--- config.mk ---
export PLATFORM = sky130hd
export DESIGN_NAME = mem_stage
export DESIGN_NICKNAME = d
export VERILOG_FILES = /design/src/rtl/mem_pkg.sv /design/src/rtl/load_align.sv /design/src/rtl/mem_stage.sv
export SDC_FILE = /design/constraint.sdc
export NUM_CORES = 1
export LEC_CHECK = 0
export BUFFER_PORTS_ARGS = -buffer_cell sky130_fd_sc_hd__buf_2
export CELL_PAD_IN_SITES_DETAIL_PLACEMENT = 1
export CELL_PAD_IN_SITES_GLOBAL_PLACEMENT = 2
export CORE_ASPECT_RATIO = 1.5
export CORE_MARGIN = 2
export CORE_UTILIZATION = 24
export CTS_CLUSTER_SIZE = 20
export DETAILED_ROUTE_END_ITERATION = 10
export GPL_TIMING_DRIVEN = 0
export PLACE_DENSITY_LB_ADDON = 0.25
export SLEW_MARGIN = 10
export SYNTH_ARGS = -nofsm -noshare
export SYNTH_HDL_FRONTEND = slang
export SYNTH_SLANG_ARGS = --single-unit
--- constraint.sdc ---
create_clock -name clk -period 1.4 [get_ports clk]
set_input_delay 0.21 -clock clk [delete_from_list [all_inputs] [get_ports clk]]
set_output_delay 0.21 -clock clk [all_outputs]
set_load 0.01 [all_outputs]
--- src/rtl/mem_pkg.sv ---
// Shared types for the MEM stage: FSM states, access-size codes and the
// EX/MEM and MEM/WB pipeline register layouts.
package mem_pkg;

    typedef enum logic {
        S_IDLE,
        S_WAIT
    } state_e;

    localparam logic [1:0] SIZE_BYTE = 2'b00;
    localparam logic [1:0] SIZE_HALF = 2'b01;
    localparam logic [1:0] SIZE_WORD = 2'b10;

    typedef struct packed {
        logic [31:0] alu_out;
        logic [31:0] wdata;
        logic [4:0]  dst;
        logic        reg_write;
        logic        mem_to_reg;
        logic        mem_read;
        logic        mem_write;
        logic [1:0]  size;
        logic        load_unsigned;
    } exmem_t;

    typedef struct packed {
        logic [31:0] res;
        logic [4:0]  dst;
        logic        reg_write;
    } memwb_t;

endpackage

--- src/rtl/load_align.sv ---
// Extracts the addressed byte/half from a 32-bit read word and extends it
// to 32 bits; word loads pass through unchanged.
module load_align
    import mem_pkg::*;
(
    input  logic [31:0] rdata_i32,
    input  logic [1:0]  addr_i2,
    input  logic [1:0]  size_i2,
    input  logic        unsigned_i,
    output logic [31:0] load_data_o32
);

    logic [7:0]  byte_v;
    logic [15:0] half_v;

    always_comb begin
        byte_v        = rdata_i32[{addr_i2, 3'b000} +: 8];
        half_v        = addr_i2[1] ? rdata_i32[31:16] : rdata_i32[15:0];
        load_data_o32 = rdata_i32;
        case (size_i2)
            SIZE_BYTE: load_data_o32 = unsigned_i ? {24'b0, byte_v} : {{24{byte_v[7]}}, byte_v};
            SIZE_HALF: load_data_o32 = unsigned_i ? {16'b0, half_v} : {{16{half_v[15]}}, half_v};
            default:   load_data_o32 = rdata_i32;
        endcase
    end

endmodule

--- src/rtl/mem_stage.sv ---
// EX/MEM register, data-memory access FSM with timeout, and MEM/WB register.
// Optional sub-word lane steering is enabled by defining MEM_BYTE_LANES_EN.
module mem_stage
    import mem_pkg::*;
#(
    parameter int MAX_WAIT = 15
) (
    input  logic        clk,
    input  logic        reset,
    input  logic [31:0] alu_out_ie32,
    input  logic [31:0] write_data_ie32,
    input  logic [4:0]  dst_reg_addr_ie5,
    input  logic        reg_write_ie,
    input  logic        mem_to_reg_ie,
    input  logic        mem_read_ie,
    input  logic        mem_write_ie,
    input  logic [1:0]  size_ie2,
    input  logic        load_unsigned_ie,
    input  logic        flush_i,
    input  logic        dmem_ack_i,
    input  logic [31:0] dmem_rdata_i32,
    output logic        dmem_req_o,
    output logic        dmem_we_o,
    output logic [31:0] dmem_addr_o32,
    output logic [31:0] dmem_wdata_o32,
    output logic [3:0]  dmem_be_o4,
    output logic [31:0] alu_out_om32,
    output logic [4:0]  dst_reg_addr_om5,
    output logic        reg_write_om,
    output logic [31:0] res_owb32,
    output logic [4:0]  dst_reg_addr_owb5,
    output logic        reg_write_owb,
    output logic        stall_o,
    output logic        bus_err_o
);

    localparam int CNT_W = $clog2(MAX_WAIT + 1);

    exmem_t             exmem_q, exmem_d;
    memwb_t             memwb_q, memwb_d;
    state_e             state_q, state_d;
    logic [CNT_W-1:0]   cnt_q, cnt_d;
    logic               bus_err_q, bus_err_d;

    logic               mem_op, abort, stall;
    logic [3:0]         be_lanes;
    logic [31:0]        wdata_lanes, load_data;

    assign mem_op = exmem_q.mem_read | exmem_q.mem_write;
    assign abort  = (state_q == S_WAIT) && (cnt_q == CNT_W'(MAX_WAIT)) && !dmem_ack_i;
    assign stall  = mem_op & ~dmem_ack_i & ~abort;

    always_comb begin
        exmem_d = exmem_q;
        if (!stall) begin
            exmem_d.alu_out       = alu_out_ie32;
            exmem_d.wdata         = write_data_ie32;
            exmem_d.dst           = dst_reg_addr_ie5;
            exmem_d.reg_write     = reg_write_ie & ~flush_i;
            exmem_d.mem_to_reg    = mem_to_reg_ie;
            exmem_d.mem_read      = mem_read_ie & ~flush_i;
            exmem_d.mem_write     = mem_write_ie & ~flush_i;
            exmem_d.size          = size_ie2;
            exmem_d.load_unsigned = load_unsigned_ie;
        end
    end

    // Ack is tested before abort so a last-cycle ack still completes normally.
    always_comb begin
        state_d   = state_q;
        cnt_d     = cnt_q;
        bus_err_d = bus_err_q | abort;
        case (state_q)
            S_IDLE: begin
                if (mem_op && !dmem_ack_i) begin
                    state_d = S_WAIT;
                    cnt_d   = '0;
                end
            end
            S_WAIT: begin
                if (dmem_ack_i || abort) state_d = S_IDLE;
                else                     cnt_d   = cnt_q + CNT_W'(1);
            end
            default: state_d = S_IDLE;
        endcase
    end

`ifdef MEM_BYTE_LANES_EN
    always_comb begin
        be_lanes    = 4'hF;
        wdata_lanes = exmem_q.wdata;
        case (exmem_q.size)
            SIZE_BYTE: begin
                be_lanes    = 4'b0001 << exmem_q.alu_out[1:0];
                wdata_lanes = {4{exmem_q.wdata[7:0]}};
            end
            SIZE_HALF: begin
                be_lanes    = exmem_q.alu_out[1] ? 4'b1100 : 4'b0011;
                wdata_lanes = {2{exmem_q.wdata[15:0]}};
            end
            default: ;
        endcase
    end

    load_align u_load_align (
        .rdata_i32     (dmem_rdata_i32),
        .addr_i2       (exmem_q.alu_out[1:0]),
        .size_i2       (exmem_q.size),
        .unsigned_i    (exmem_q.load_unsigned),
        .load_data_o32 (load_data)
    );
`else
    logic unused_lane_cfg;
    assign unused_lane_cfg = ^{exmem_q.size, exmem_q.load_unsigned};
    assign be_lanes    = 4'hF;
    assign wdata_lanes = exmem_q.wdata;
    assign load_data   = dmem_rdata_i32;
`endif

    // A stalled cycle inserts a bubble; an aborted load retires without a write.
    always_comb begin
        memwb_d           = memwb_q;
        memwb_d.reg_write = 1'b0;
        if (!stall) begin
            memwb_d.res       = exmem_q.mem_to_reg ? load_data : exmem_q.alu_out;
            memwb_d.dst       = exmem_q.dst;
            memwb_d.reg_write = exmem_q.reg_write & ~abort;
        end
    end

    always_ff @(posedge clk) begin
        if (reset) begin
            exmem_q   <= '0;
            memwb_q   <= '0;
            state_q   <= S_IDLE;
            cnt_q     <= '0;
            bus_err_q <= 1'b0;
        end else begin
            exmem_q   <= exmem_d;
            memwb_q   <= memwb_d;
            state_q   <= state_d;
            cnt_q     <= cnt_d;
            bus_err_q <= bus_err_d;
        end
    end

    assign dmem_req_o        = mem_op & ~abort;
    assign dmem_we_o         = exmem_q.mem_write;
    assign dmem_addr_o32     = {exmem_q.alu_out[31:2], 2'b00};
    assign dmem_wdata_o32    = wdata_lanes;
    assign dmem_be_o4        = dmem_req_o ? be_lanes : 4'h0;
    assign alu_out_om32      = exmem_q.alu_out;
    assign dst_reg_addr_om5  = exmem_q.dst;
    assign reg_write_om      = exmem_q.reg_write;
    assign res_owb32         = memwb_q.res;
    assign dst_reg_addr_owb5 = memwb_q.dst;
    assign reg_write_owb     = memwb_q.reg_write;
    assign stall_o           = stall;
    assign bus_err_o         = bus_err_q;

endmodule

# After elaboration in Yosys (flattened, before gate mapping)
# Cells that the tools add are included.
op_classes:
  n_addsub: 1
  eq_ne: 3
  muxes: 8
  bitwise_logic: 13
  reduce_logical: 7
op_table:
  columns: ["operator", "count"]
  rows:
  - ["2-to-1 mux 32 bit", 1]
  - ["2-to-1 mux 4 bit", 3]
  - ["one-hot mux 4 bit (2 select lines)", 1]
  - ["bitwise AND 1 bit", 7]
  - ["adder 4 x 1 -> 4 bit (second input constant)", 1]
  - ["equality test 4 bit (second input constant)", 1]
  - ["!= test 2 bit (second input constant)", 2]
  - ["inverter 1 bit", 4]
  - ["logical AND 1 bit", 3]
  - ["2-to-1 mux 1 bit", 2]
  - ["OR 1 bit", 2]
  - ["one-hot mux 1 bit (2 select lines)", 1]
  - ["AND reduction 2 bit", 1]
  - ["OR reduction 2 bit", 1]
  - ["zero test 1 bit", 1]
  - ["logical OR 1 bit", 1]
totals:
  regBits: 117
  in_bits: 112
  output_inout_bits: 148
  elab_cells: 45

# Longest topological paths before layout
# Gate-level depths: netlist of the first run.
depth:
  depth_word: 6
  ltp_mapped: 7
  mapped_depth_nobuf: 5

# Least setup slack after synthesis of the first run
# Ideal clock, no wire load.
synth_timing:
  path_type: "reg2out"
  start: "register cnt_q[0]"
  end: "output port dmem_be_o4[0]"
  arrival_ns: 1.394
  required_time_ns: 1.190
  setup_slack_ns: -0.204
  path_stages_with_launch: 6
  path_buffers: 1
  path_cell_list: "dfxtp_1 > ha_1 > and3b_1 > and3_1 > nor2_1 > buf_4"
synth_between:
  elab_chain_len: 6
synth_rtl:
  columns: ["item", "line", "rtl"]
  rows:
  - ["start, declared", "mem_stage.sv:42", "logic [CNT_W-1:0] cnt_q, cnt_d;"]
  - ["start signal, assigned", "mem_stage.sv:142", "cnt_q <= cnt_d;"]
  - ["equality test 4 bit", "mem_stage.sv:50", "assign abort = (state_q == S_WAIT) && (cnt_q == CNT_W'(MAX_WAIT)) && !dmem_ack_i;"]
  - ["logical AND 1 bit (2 in series)", "mem_stage.sv:50", null]
  - ["inverter 1 bit", "mem_stage.sv:147", "assign dmem_req_o = mem_op & ~abort;"]
  - ["bitwise AND 1 bit", "mem_stage.sv:147", null]
  - ["via dmem_req_o", "mem_stage.sv:22", "output logic dmem_req_o,"]
  - ["2-to-1 mux 4 bit", "mem_stage.sv:151", "assign dmem_be_o4 = dmem_req_o ? be_lanes : 4'h0;"]
  - ["end, declared", "mem_stage.sv:26", "output logic [3:0] dmem_be_o4,"]
# The timed path passes the listed nets, and every way through them passes these cells.

# Worst setup path after layout of the first run
layout_timing:
  start: "register exmem_q (netlist bit dmem_we_o)"
  end: "output port dmem_be_o4[1]"
layout_between:
  elab_chain_len: 3
layout_rtl:
  columns: ["item", "line", "rtl"]
  rows:
  - ["start, declared", "mem_stage.sv:39", "exmem_t exmem_q, exmem_d;"]
  - ["start signal, assigned", "mem_stage.sv:139", "exmem_q <= exmem_d;"]
  - ["OR 1 bit", "mem_stage.sv:49", "assign mem_op = exmem_q.mem_read | exmem_q.mem_write;"]
  - ["bitwise AND 1 bit", "mem_stage.sv:147", null]
  - ["2-to-1 mux 4 bit", "mem_stage.sv:151", null]
# No other way between the ends.

==> results.yml, run 1 <==
global_routing:
  grt_pass1_vias: 6144
  grt_use_total: 0.187
  grt_pass1_wl_mm: 35.7
  grt-ovfl-total: 0
  antenna_found_initial: 4
  grt_max_degree: 17
power:
  ir_drop_v: 0.000790
  finalPower_uw: 10800
  p_leak_uw: 0.00434
  power_density_nw_per_um2: 1100
place:
  routabilityCongestion: 0.754
  pre_cts_ws_ns: -0.739
  dpl.cell_count: 1216
  port_buffers: 254
  hpwlAfterDp_mm: 16.3
logic_synthesis:
  synth_top_flop_cell: "dfxtp_1"
  yosysWarnings: 0
  netlist_instances: 642
  ys_types: 34
  synth_top_area_cell: "dfxtp_1"
  syn_area_per_cell_um2: 8.95
  yosysMostFrequentCell: "dfxtp_1"
  synth_common_cells: "117 x dfxtp_1, 110 x buf_4, 73 x o21ai_0"
  synthTopCellsByArea: "dfxtp_1 41%, buf_4 14%, nand3b_1 8.6%, mux2i_1 6.8%, o21ai_0 6.4%"
  synth_edf_count: 0
  synth_top_area_share: 0.408
  synth_area_um2: 5750
  yosysSeqAreaShare: 0.408
  ys_ff_latch: 117
  async_flop_share: 0
routing:
  totalWireLength_mm: 23.9
  vias: 5834
  avgViaCountPerCell: 4.51
  ant_nets: 0
  wl_per_cell_um: 18.5
  drc: 0
  drt_iter0_drc: 142
  drtPass1Iterations: 5
status:
  status: "complete, but fails checks"
  violations: "negative setup slack"
floorplanning:
  core.rowCount: 69
  die_area_um2: 25200
  initial_utilization: 0.243
  fp.dieW_um: 130
  core_um2: 23700
  die_h_um: 194
  pin_count: 260
sta:
  setup_tns_ns: -26.88
  period_needed_ns: 1.89
  hold_viol_final: 0
  fmax_mhz: 530
  tightest_slew_ns: 0.854
  worst_slack_ns: -0.486
  final_max_slew_viol_count: 0
  rsz0062_at_grt: "yes"
  clock_skew_ns: 0.0131
  setup_viol: 122
  slew_headroom: 0.426
  period_share: 1.35
worst_hold_path:
  min_path_type: "input pin to register"
  holdPathStages: 3
clocking:
  holdBufCountCts: 0
  cts_sinks: 117
  htree_levels: 4
  cts_tree: "built"
  cts_buffers: 17
  root_buffer: "clkbuf_16"
  clock_latency_ns: 0.42
  clockBufferDepth: 2
  cts.clk_slew.worst_paths_ns: 0.06
critical_path:
  worstSetupEndpointType: "output pin"
  path_class: "register to output pin"
  reg2regPathDepth: 9
  required_ns: 1.19
  critPathLaunchType: "register"
  worst_ep_arrival_time_ns: 1.68
  critPathMaxFanout: 10
job:
  drv_cap: 0
final_layout:
  n_fill_cell: 2760
  regArea_um2: 2350
  multi_input_area_um2: 3060
  drive_above_1_share: 0.636
  area_delta_synth_final_pct: 71.4
  layout.cells.non_filler: 1295
  fin_util: 0.416
  nNetsFinal: 1073
## flip-flops by register name (all words and copies together) (netlist names), 2 cells and up
register	flops
dmem_wdata_o32	32
exmem_q	2
alu_out_om32	32
dst_reg_addr_owb5	5
dst_reg_addr_om5	5
cnt_q	4
res_owb32	32
## cell usage in the layout, fill, tap and decap left out, types with 2 or more instances in the layout
| master | n |
|---|---|
| o21ai_4 | 3 |
| buf_4 | 114 |
| a211oi_2 | 12 |
| clkbuf_8 | 5 |
| buf_16 | 4 |
| conb_1 | 2 |
| nand2b_1 | 13 |
| buf_8 | 10 |
| nor2_1 | 3 |
| nand3b_1 | 66 |
| clkinv_2 | 4 |
| diode_2 | 3 |
| nor3_2 | 11 |
| o21ai_2 | 56 |
| nor2b_1 | 6 |
| nand2_1 | 2 |
| clkbuf_4 | 5 |
| a21oi_1 | 47 |
| a211oi_1 | 20 |
| mux2i_1 | 39 |
| dfxtp_2 | 6 |
| bufinv_16 | 3 |
| clkbuf_2 | 6 |
| o21ai_0 | 9 |
| buf_2 | 257 |
| buf_12 | 20 |
| nor3_4 | 23 |
| dfxtp_1 | 111 |
| buf_6 | 19 |
| nor2_4 | 3 |
| o21ai_1 | 11 |
| a21oi_2 | 21 |
| clkbuf_1 | 18 |
| clkbuf_16 | 27 |
| clkinvlp_4 | 2 |
## layer usage
| layer | wire length [um] | GRT usage | up-vias | share of wire |
|---|---|---|---|---|
| met5 | 16 | 0 | - | 0.00067 |
| met4 | 321 | 0.0469 | 2 | 0.013 |
| met3 | 1440 | 0.0523 | 19 | 0.060 |
| met2 | 13100 | 0.344 | 161 | 0.55 |
| met1 | 9060 | 0.208 | 2829 | 0.38 |
| li1 | - | - | 2823 | - |
## critical path: stages, from the launching register on
cell,delay (ns)
dfxtp_2,0.37
nor2_4,0.21
buf_12,0.17
clkbuf_8,0.19
nor2_4,0.06
buf_4,0.12
buf_2,0.13
## cell type report
cell class / count / share of cell area
Multi-Input combinational cell: 360 / 0.311
Sequential cell: 117 / 0.239
Timing Repair Buffer: 301 / 0.206
Buffer: 161 / 0.141
Clock buffer: 23 / 0.0485
Tap cell: 319 / 0.0405
Clock inverter: 9 / 0.0127
Inverter: 2 / 0.00152
Antenna cell: 3 / 0.000762
## cell families after synthesis
kind of cell               after synthesis  share of synthesized area
AOI/OAI and AO/OA                      185                      0.186
adders and majority gates                1                    0.00218
buffers and inverters                  166                      0.187
DFF                                    117                      0.408
muxes                                   39                     0.0679
other                                    1                   0.000653
and+or+nand+nor                        133                      0.149
## metrics by stage
stage,hold WS [ns],instance area [um2]
finish,0.0297,9850
global placement,0.448,7550
global route,0.0229,9850
floorplan,0.349,5880
CTS,0.0138,9650
detailed placement,0.447,7550
## power by group
part | leakage [uW] | switching (uW) | internal (uW)
clock | 0.000293 | 1590 | 2930
combinational | 0.00308 | 1230 | 1300
sequential | 0.000972 | 199 | 3580
total | 0.00434 | 3020 | 7810
## worst paths after layout
kind                              from              endpoint  slack (ns)
setup / recovery             dmem_we_o         dmem_be_o4[1]       -0.49
hold / removal        alu_out_ie32[19]      alu_out_om32[19]        0.03
setup reg to reg              cnt_q[0]    dmem_wdata_o32[24]       -0.33
hold reg to reg   dst_reg_addr_owb5[0]  dst_reg_addr_owb5[0]        0.47
## what timing repair did
| action | in CTS | in global routing |
|---|---|---|
| setup endpoints to repair | 122 | 122 |
| pin swaps | 44 | 52 |
| gates resized for setup | 279 | 82 |
| setup buffers | 31 | 12 |
| cloned | 14 | 3 |
| endpoints found under the hold margin | 0 | 0 |
Power figures use the tool's default switching activity.
==> inputs of run 2 (changes only) <==
--- a/config.mk
+++ b/config.mk
@@ -10,7 +10,8 @@
 export CELL_PAD_IN_SITES_GLOBAL_PLACEMENT = 2
 export CORE_ASPECT_RATIO = 1.5
 export CORE_MARGIN = 2
-export CORE_UTILIZATION = 24
+export CORE_UTILIZATION = 25
+export CTS_BUF_LIST = sky130_fd_sc_hd__clkbuf_8
 export CTS_CLUSTER_SIZE = 20
 export DETAILED_ROUTE_END_ITERATION = 10
 export GPL_TIMING_DRIVEN = 0
==> run 2 against run 1 <==
Power shrank 14%. Critical endpoint is now dmem_be_o4[3]. Flip-flop and latch count is the same. Sequential share of layout area grew 1.1 points. Highest routed layer is now met4. The run still ends with negative setup slack left. Count of clock-buffer cells in the layout shrank 4. Critical path type unchanged. Maximum frequency shrank 1.1%. Die area shrank 3.9%. First-iteration DRC count grew 15%.
==> results.yml, run 2 (synthesis results as in run 1) <==
sta:
  period_needed_ns: 1.91
  worst_slack_ns: -0.507
  whs_ns: 0.0271
  setup_tns_ns: -32.31
  tightest_slew_ns: 0.766
  period_share: 1.36
  final_max_slew_viol_count: 0
  clock_skew_ns: 0.0121
  setup_viol: 120
  fmax_mhz: 524
  slew_headroom: 0.490
  rsz0062_at_grt: "yes"
  hold_viol_final: 0
global_routing:
  grt_max_degree: 17
  grt_use_total: 0.178
  grt-ovfl-total: 0
  grt_pass1_vias: 5832
  antenna_found_initial: 0
  grt_pass1_wl_mm: 33.0
floorplanning:
  fp.dieW_um: 128
  core_um2: 22800
  die_area_um2: 24200
  pin_count: 260
  die_h_um: 190
  initial_utilization: 0.252
  core.rowCount: 68
routing:
  ant_nets: 0
  drtPass1Iterations: 4
  wl_per_cell_um: 18.1
  drc: 0
  avgViaCountPerCell: 4.57
  totalWireLength_mm: 22.7
  drt_iter0_drc: 164
  vias: 5729
final_layout:
  layout.cells.non_filler: 1254
  diodes: 0
  fin_area_um2: 9420
  mostFrequentLayoutCells: "254 x buf_2, 115 x buf_4, 110 x dfxtp_1"
  n_fill_cell: 2649
  area_delta_synth_final_pct: 63.9
  fin_util: 0.413
  nNetsFinal: 1074
  drive_above_1_share: 0.597
  final_common_cell: "buf_2"
power:
  p_leak_uw: 0.00419
  power_density_nw_per_um2: 983
  ir_drop_v: 0.000479
worst_hold_path:
  min_path_type: "input pin to register"
  holdPathStages: 3
status:
  status: "complete, but fails checks"
  violations: "negative setup slack"
critical_path:
  worst_ep_arrival_time_ns: 1.70
  required_ns: 1.19
  reg2regPathDepth: 11
  critPathLaunchType: "register"
  slowest_delay_ns: 0.36
  path_class: "register to output pin"
  critPathMaxFanout: 5
  slowest_stage: "dfxtp_4"
  path_cells: "ha_4 > and3b_1 > and3_4 > nor2_4 > buf_4 > buf_6"
  worstSetupEndpointType: "output pin"
clocking:
  cts_tree: "built"
  root_buffer: "clkbuf_8"
  clock_latency_ns: 0.44
  cts_sinks: 117
  cts.clk_slew.worst_paths_ns: 0.08
  htree_levels: 4
  clockBufferDepth: 2
  cts_buffers: 17
place:
  routabilityCongestion: 0.730
  place_area_um2: 7500
  hpwlAfterDp_mm: 15.9
  dpl.cell_count: 1177
  port_buffers: 254
job:
  drv_cap: 0
run 2: what timing repair did:
item	CTS	global route
buffers inserted	16	22
hold buffers	2	0
gates resized for setup	124	151
pin swaps	4	31
endpoints found under the hold margin	2	0
cloned	4	9
endpoints found under the setup margin	124	122
run 2: power breakdown:
group / switching, uW / leakage [uW] / internal, uW / total (uW)
Sequential: 210 / 0.000972 / 3570 / 3780
Combinational: 1170 / 0.00302 / 1260 / 2440
Clock: 1410 / 0.000205 / 1630 / 3050
run 2: routing by layer:
metal  up-vias  part of all wire  GRT usage  routed length (um)
met4         0             0.021     0.0621                 478
met5         -                 0          0                   0
li1       2799                 -          -                   -
met3        26             0.052     0.0433                1170
met2       159              0.54      0.328               12300
met1      2745              0.38      0.196                8720
run 2: area by class of cell:
| type | instances | area (um2) | area share |
|---|---|---|---|
| Multi-Input combinational cell | 360 | 2980 | 0.317 |
| Sequential cell | 117 | 2350 | 0.250 |
| Timing Repair Buffer | 302 | 2020 | 0.215 |
| Buffer | 161 | 1310 | 0.139 |
| Tap cell | 280 | 350 | 0.0372 |
| Clock buffer | 19 | 262 | 0.0278 |
| Clock inverter | 13 | 116 | 0.0124 |
| Inverter | 2 | 20.0 | 0.00212 |
run 2: critical path, delay by kind of cell (launching register included):
family	cells	cell delay, ns
adder cells (fa/ha/maj)	1	0.18
buffers and inverters	2	0.22
flip-flops	1	0.36
AND/OR/NAND/NOR	3	0.52
run 2: worst paths after layout:
kind                                           start                   end  slack, ns
worst max-delay path                        cnt_q[0]         dmem_be_o4[3]      -0.51
worst min register to register  dst_reg_addr_owb5[4]  dst_reg_addr_owb5[4]       0.48
worst min-delay path                 alu_out_ie32[9]       alu_out_om32[9]       0.03
worst max register to register              cnt_q[0]    dmem_wdata_o32[23]      -0.45
run 2: stage by stage:
| stage | total power [uW] | setup slack [ns] |
|---|---|---|
| after floorplan | 4920 | -0.0280 |
| after global placement | 5710 | -0.742 |
| after detailed placement | 5720 | -0.756 |
| after CTS | 9080 | -0.571 |
| after global routing | 9770 | -0.600 |
| final | 9260 | -0.507 |
